**src/rtl/uart_rx_line_receiver.sv**
```systemverilog
// 8N1 UART line receiver: bytes into an LF/full-buffer message bus (byte 0 in MSBs); UART_RX_FRAME_CHECK_EN drops bad-stop bytes.
// Latency: rx->rx_s 2 cycles, byte_valid the cycle after the mid-stop sample, msg_valid one cycle after the terminating byte_valid.
// Backpressure: none; byte_valid, msg_valid and frame_err are single-cycle pulses that the consumer must capture.
module uart_rx_line_receiver #(
    parameter int CLK_HZ    = 50000000,
    parameter int BAUD      = 115200,
    parameter int MSG_BYTES = 14
) (
    input  logic                   clk_50M,
    input  logic                   rst_n,
    input  logic                   rx,
    output logic                   byte_valid,
    output logic [7:0]             byte_data,
    output logic                   msg_valid,
    output logic [3:0]             msg_len,
    output logic [8*MSG_BYTES-1:0] msg_data,
    output logic                   frame_err,
    output logic                   busy
);

    localparam int CLKS_PER_BIT = CLK_HZ / BAUD;
    localparam int CW           = $clog2(CLKS_PER_BIT);
    localparam int IW           = $clog2(MSG_BYTES + 1);
    localparam logic [CW-1:0] CNT_LAST = CW'(CLKS_PER_BIT - 1);
    localparam logic [CW-1:0] CNT_MID  = CW'(CLKS_PER_BIT / 2 - 1);

    typedef enum logic [1:0] {IDLE, START, DATA, STOP} state_t;

    state_t          state_q;
    logic [CW-1:0]   cnt_q;
    logic [2:0]      bit_q;
    logic [7:0]      shift_q;
    logic            brk_q;
    logic            rx_meta_q;
    logic            rx_s_q;
    logic            byte_valid_q;
    logic [7:0]      byte_data_q;

    always_ff @(posedge clk_50M or negedge rst_n) begin
        if (!rst_n) begin
            rx_meta_q <= 1'b1;
            rx_s_q    <= 1'b1;
        end else begin
            rx_meta_q <= rx;
            rx_s_q    <= rx_meta_q;
        end
    end

`ifdef UART_RX_FRAME_CHECK_EN
    logic frame_err_q;
    assign frame_err = frame_err_q;
`else
    assign frame_err = 1'b0;
`endif

    // A low stop sample arms brk_q so a held-low line yields one byte, then parks in IDLE until rx_s rises.
    always_ff @(posedge clk_50M or negedge rst_n) begin
        if (!rst_n) begin
            state_q      <= IDLE;
            cnt_q        <= '0;
            bit_q        <= '0;
            shift_q      <= '0;
            brk_q        <= 1'b0;
            byte_valid_q <= 1'b0;
            byte_data_q  <= '0;
`ifdef UART_RX_FRAME_CHECK_EN
            frame_err_q  <= 1'b0;
`endif
        end else begin
            byte_valid_q <= 1'b0;
`ifdef UART_RX_FRAME_CHECK_EN
            frame_err_q  <= 1'b0;
`endif
            case (state_q)
                IDLE: begin
                    if (brk_q) begin
                        if (rx_s_q) brk_q <= 1'b0;
                    end else if (!rx_s_q) begin
                        cnt_q   <= '0;
                        state_q <= START;
                    end
                end
                START: begin
                    if (cnt_q == CNT_MID) begin
                        cnt_q   <= '0;
                        bit_q   <= '0;
                        state_q <= rx_s_q ? IDLE : DATA;
                    end else begin
                        cnt_q <= cnt_q + 1'b1;
                    end
                end
                DATA: begin
                    if (cnt_q == CNT_LAST) begin
                        cnt_q   <= '0;
                        shift_q <= {rx_s_q, shift_q[7:1]};
                        bit_q   <= bit_q + 3'd1;
                        if (bit_q == 3'd7) state_q <= STOP;
                    end else begin
                        cnt_q <= cnt_q + 1'b1;
                    end
                end
                STOP: begin
                    if (cnt_q == CNT_LAST) begin
                        cnt_q   <= '0;
                        state_q <= IDLE;
                        brk_q   <= !rx_s_q;
`ifdef UART_RX_FRAME_CHECK_EN
                        if (rx_s_q) begin
                            byte_valid_q <= 1'b1;
                            byte_data_q  <= shift_q;
                        end else begin
                            frame_err_q  <= 1'b1;
                        end
`else
                        byte_valid_q <= 1'b1;
                        byte_data_q  <= shift_q;
`endif
                    end else begin
                        cnt_q <= cnt_q + 1'b1;
                    end
                end
                default: state_q <= IDLE;
            endcase
        end
    end

    assign busy       = (state_q != IDLE);
    assign byte_valid = byte_valid_q;
    assign byte_data  = byte_data_q;

    logic [7:0]             work_q [MSG_BYTES];
    logic [7:0]             work_d [MSG_BYTES];
    logic [8*MSG_BYTES-1:0] img_d;
    logic [IW-1:0]          wr_idx_q;
    logic                   wr_en;
    logic                   msg_valid_q;
    logic [3:0]             msg_len_q;
    logic [8*MSG_BYTES-1:0] msg_data_q;

    assign wr_en = byte_valid_q && (byte_data_q != 8'h0A) && (byte_data_q != 8'h0D);

    // img_d is the buffer including the incoming byte, so a full-buffer publish carries its last byte.
    always_comb begin
        img_d = '0;
        for (int i = 0; i < MSG_BYTES; i++) begin
            work_d[i] = (wr_en && (IW'(i) == wr_idx_q)) ? byte_data_q : work_q[i];
            img_d[8*(MSG_BYTES-i)-1 -: 8] = work_d[i];
        end
    end

    always_ff @(posedge clk_50M or negedge rst_n) begin
        if (!rst_n) begin
            wr_idx_q    <= '0;
            msg_valid_q <= 1'b0;
            msg_len_q   <= '0;
            msg_data_q  <= {MSG_BYTES{8'h20}};
            for (int i = 0; i < MSG_BYTES; i++) work_q[i] <= 8'h20;
        end else begin
            msg_valid_q <= 1'b0;
            if (byte_valid_q) begin
                if (byte_data_q == 8'h0A) begin
                    if (wr_idx_q != '0) begin
                        msg_valid_q <= 1'b1;
                        msg_len_q   <= 4'(wr_idx_q);
                        msg_data_q  <= img_d;
                        wr_idx_q    <= '0;
                        for (int i = 0; i < MSG_BYTES; i++) work_q[i] <= 8'h20;
                    end
                end else if (byte_data_q != 8'h0D) begin
                    if (wr_idx_q == IW'(MSG_BYTES - 1)) begin
                        msg_valid_q <= 1'b1;
                        msg_len_q   <= 4'(MSG_BYTES);
                        msg_data_q  <= img_d;
                        wr_idx_q    <= '0;
                        for (int i = 0; i < MSG_BYTES; i++) work_q[i] <= 8'h20;
                    end else begin
                        wr_idx_q <= wr_idx_q + 1'b1;
                        for (int i = 0; i < MSG_BYTES; i++) work_q[i] <= work_d[i];
                    end
                end
            end
        end
    end

    assign msg_valid = msg_valid_q;
    assign msg_len   = msg_len_q;
    assign msg_data  = msg_data_q;

endmodule

```
**config.mk**
```make
export PLATFORM = sky130hd
export DESIGN_NAME = uart_rx_line_receiver
export DESIGN_NICKNAME = d
export VERILOG_FILES = /design/src/rtl/uart_rx_line_receiver.sv
export SDC_FILE = /design/constraint.sdc
export NUM_CORES = 1
export LEC_CHECK = 0
export BUFFER_PORTS_ARGS = -buffer_cell sky130_fd_sc_hd__buf_2
export CORE_AREA = 2 2 158 160
export CTS_BUF_LIST = sky130_fd_sc_hd__clkbuf_2
export DETAILED_ROUTE_END_ITERATION = 10
export DIE_AREA = 0 0 160 162
export MAX_ROUTING_LAYER = met4
export PLACE_DENSITY = 0.65
export SLEW_MARGIN = 20
export SYNTH_ARGS = -nofsm -noshare
export SYNTH_HDL_FRONTEND = slang
export SYNTH_SLANG_ARGS = --single-unit
```
**constraint.sdc**
```tcl
create_clock -name clk_50M -period 2.8 [get_ports clk_50M]
set_clock_uncertainty 0.15 [all_clocks]
set_input_delay 0.14 -clock clk_50M [delete_from_list [all_inputs] [get_ports clk_50M]]
set_output_delay 0.14 -clock clk_50M [all_outputs]
set_load 0.03 [all_outputs]
```
==> key figures <==
GRT
  – Vias in the first global route: 8,131
  – Initial antenna violation count: 1
  – Largest net degree at the start of global routing: 121
  – First-pass GRT wire length: 42.96 mm
  – Remaining global-route overflow: 0
  – Tot GR Track Use: 0.2132

Outcome
  – Status: complete, no violations

STA
  – Final number of hold-violating endpoints: 0
  – Final min period: approximately 2.5 ns
  – Final period utilization: 0.9000
  – Setup TNS: 0 ns
  – # setup viols final: 0
  – RSZ-0062 raised after global routing: no
  – F_max: approximately 0.40 GHz
  – Rel. slew slack: 0.4984
  – Least-Margin Pin Slew: 0.7474 ns
  – Final number of max-transition violations: 0

Finish
  – Filler cell count: 2,212
  – Layout area overhead: 16.22%
  – Register area: 0.006719 mm2
  – Multi-input gate area: ~0.0043 mm2
  – Share of layout cells above drive strength 1: 0.3008
  – Final-stage net count: 1,161

Synthesis
  – Register bit count reported by yosys: 267
  – EDFF count, synth: 0
  – Syn. warnings: 0
  – FFs w/ async S/R, synth: 1.000
  – Register area share after synthesis: 0.5862
  – Synthesized instance count: between 900 and 1,000
  – Netlist cell types: 60
  – Top FF cell, synth: dfrtp_1
  – Syn nets: 991
  – Syn Std Cell Area: ~0.011 mm2
  – Synthesized area per cell: 11.66 um2

Place
  – Post-detail-place hpwl: 16.71 mm
  – Routability cong.: 0.8221
  – Number of I/O port buffers: 129

Pwr
  – Power per Cell Area: between 500 and 600 mW/mm2
  – LEAKAGE: 0.006234 uW
  – Final Total Pwr: ~6800 uW
  – Max VDD drop: 0.2786 mV

Routing
  – Initial DRC Count: 642
  – # DRC: 0
  – Wire per inst: 17.30 um
  – Routed WL: 26.56 mm
  – Pre-antenna DRT Iters: 5
  – Vias per cell: between 5 and 6
  – Vias: 8,092
  – Post-DRT Antenna Nets: 0

Critical path
  – CP max FO: 8
  – WS Path Type: reg2reg
  – Crit. End Element: flop
  – Crit path launch type: flop
  – FF-to-FF Start: byte_data[5]$_DFFE_PN0P_
  – R2R depth: 6
  – Reg2Reg Setup Slack: between 0.2 and 0.3 ns
  – CP cell instances: nor4b_4 -> o211a_4 -> buf_4 -> nor4_4 -> o21ai_1 -> a22o_1
  – Worst path required time: between 3 and 4 ns
  – Critical Path AT: slightly above 3 ns
  – Critical R2R Capture: work_q[65]$_DFFE_PN0P_
  – Worst path slowest cell: dfrtp_1
  – Slowest stage delay, CP: 0.49 ns

Min path
  – Hold_sp: rx_meta_q$_DFF_PN1_
  – Worst hold path depth: 0
  – HP Class: reg2reg
  – Sink of the worst hold path: rx_s_q$_DFF_PN1_

Die
  – Core box area: ~0.024 mm2
  – I/O pins: 131
  – Initial Util: 0.4754
  – DIE WIDTH: roughly 160 um
  – Die Y: 162 um
  – DIE AREA: 0.02592 mm2
  – Row cnt: 57

CTS
  – CTS H-tree lvls: 3
  – Clk sinks: 267
  – CTS root buffer: clkbuf_2
  – Worst-path clk slew: 0.10 ns
  – Post-CTS setup buffer count: 0
  – CTS Buf Count: 71
  – Clock latency on the worst-skew pair: 0.79 ns
  – Deepest clock path buffer count: 3
  – CTS tree: done

Flow run
  – Max_cap viols: 0
==> flip-flops by register name, indices dropped and copies added, names as in the netlist, named ones only <==
signal and count:
brk_q 1, cnt_q 9, byte_valid 1, rx_meta_q 1, bit_q 3, msg_len 4, state_q 1, wr_idx_q 4
rx_s_q 1, shift_q 8, msg_data 112, byte_data 8, msg_valid 1, work_q 112
==> timing repair <==
action / 4_1_cts / 5_1_grt
gates resized for setup: 0 / 1
hold buffers: 5 / 0
setup endpoints to repair: 0 / 32
hold endpoints to repair: 268 / 0
==> report_power, final <==
group | switching [uW] | internal [uW]
clock | 1570 | 1260
sequential | 0.623 | 3860
combinational | 81.7 | 19.9
total | 1650 | 5140
==> metal layers <==
layer,wire length (um),track usage,vias to the layer above
li1,-,-,3888
met1,12310,0.2886,3983
met2,12590,0.3253,187
met3,1202,0.03958,34
met4,455,0.07617,0
met5,0,-,-
==> cell type report <==
| cell class | instances | area share |
|---|---|---|
| sequential | 267 | 0.5044 |
| multi-input combinational | 611 | 0.3230 |
| timing repair buffer | 179 | 0.08388 |
| clock buffer | 116 | 0.04358 |
| tap | 324 | 0.03043 |
| clock inverter | 14 | 0.007984 |
| inverter | 23 | 0.006481 |
| antenna | 1 | 0.0001879 |
==> cell families after synthesis <==
group,count (synthesis),share of synthesized area
DFF,267,0.5862
AOI/OAI and AO/OA,280,0.1667
xor gates and xnor gates,2,0.001529
other,1,0.0003272
adders and majority gates,5,0.005459
buffers and inverters,105,0.04214
muxes,117,0.1036
and+or+nand+nor,206,0.09400
==> per-stage QoR <==
step	utilization	area, um2	std cells	setup slack, ns	hold slack [ns]
4_1_cts	0.5519	13300	1533	0.04203	0.2130
5_1_grt	0.5526	13320	1535	0.1010	0.2158
3_5_place_dp	0.5206	12550	1398	0.04438	-0.008677
3_3_place_gp	0.5206	12550	1398	0.1002	-0.009873
6_report	0.5526	13320	1535	0.2801	0.2107
2_1_floorplan	-	11460	983	0.3325	-0.3056
==> critical path, delay by kind of cell, from the launching register on <==
family / cells / cell delay (ns)
compound gates: 3 / 1.07
buf+inv: 1 / 0.22
flops: 1 / 0.49
simple gates: 2 / 0.51
==> layout by cell type, fill, tap and decap left out, types with 4 or more instances in the layout <==
cell             n
buf_12           4
dfstp_2         30
buf_2          128
mux2i_1        104
o22a_1           4
buf_4           40
and2_1           8
nand2_1        123
mux2_2          13
dlygate4sd3_1    4
a22oi_1         15
o21ai_2          7
clkinv_1        11
o21ai_0        114
o21ai_1         15
nor2_1          28
ha_1             5
nor4_4           8
dfrtp_1        237
nand2b_1         5
a22o_1          96
o22ai_1          6
inv_1           22
nand3_1          9
a21oi_1          6
clkbuf_2       116
==> worst max path at each step <==
| stage | startpoint | endpoint | slack, ns | depth (start not counted) |
|---|---|---|---|---|
| 4_1_cts | byte_data[1]$_DFFE_PN0P_ | work_q[103]$_DFFE_PN0P_ | 0.04 | 6 |
| 6_report | byte_data[5]$_DFFE_PN0P_ | work_q[65]$_DFFE_PN0P_ | 0.28 | 6 |
| 5_1_grt | byte_data[5]$_DFFE_PN0P_ | work_q[40]$_DFFE_PN0P_ | 0.10 | 7 |
| 2_1_floorplan | byte_data[2]$_DFFE_PN0P_ | msg_data[95]$_DFFE_PN0P_ | 0.33 | 7 |
| 3_5_place_dp | byte_data[1]$_DFFE_PN0P_ | work_q[98]$_DFFE_PN0P_ | 0.04 | 6 |
| 3_3_place_gp | byte_data[1]$_DFFE_PN0P_ | work_q[99]$_DFFE_PN0P_ | 0.10 | 6 |
==> cells in the mapped netlist (2+ instances only) <==
| cell | count | share of area |
|---|---|---|
| nand2_1 | 123 | 0.040 |
| buf_2 | 26 | 0.011 |
| o21ai_2 | 7 | 0.0053 |
| nor4b_1 | 3 | 0.0023 |
| inv_1 | 22 | 0.0072 |
| a41oi_1 | 2 | 0.0015 |
| nor4_1 | 2 | 0.0011 |
| and3_1 | 3 | 0.0016 |
| nor2_1 | 28 | 0.0092 |
| dfrtp_1 | 237 | 0.52 |
| o21a_1 | 2 | 0.0013 |
| a21oi_1 | 6 | 0.0026 |
| o21ai_1 | 15 | 0.0066 |
| o21ai_0 | 114 | 0.050 |
| ha_1 | 5 | 0.0055 |
| nand2b_1 | 5 | 0.0027 |
| a21o_1 | 3 | 0.0020 |
| nor4_4 | 8 | 0.015 |
| o22a_1 | 4 | 0.0031 |
| o22ai_1 | 6 | 0.0033 |
| mux2i_1 | 104 | 0.091 |
| mux2_2 | 13 | 0.013 |
| clkbuf_1 | 42 | 0.014 |
| o31ai_1 | 2 | 0.0013 |
| and2_1 | 8 | 0.0044 |
| nand4b_1 | 2 | 0.0015 |
| buf_6 | 2 | 0.0020 |
| a32o_1 | 2 | 0.0017 |
| buf_4 | 10 | 0.0066 |
| nand3_1 | 9 | 0.0039 |
| a22oi_1 | 15 | 0.0098 |
| a22o_1 | 96 | 0.073 |
| dfstp_2 | 30 | 0.069 |
No activity file was read; power rests on OpenSTA's default activity.
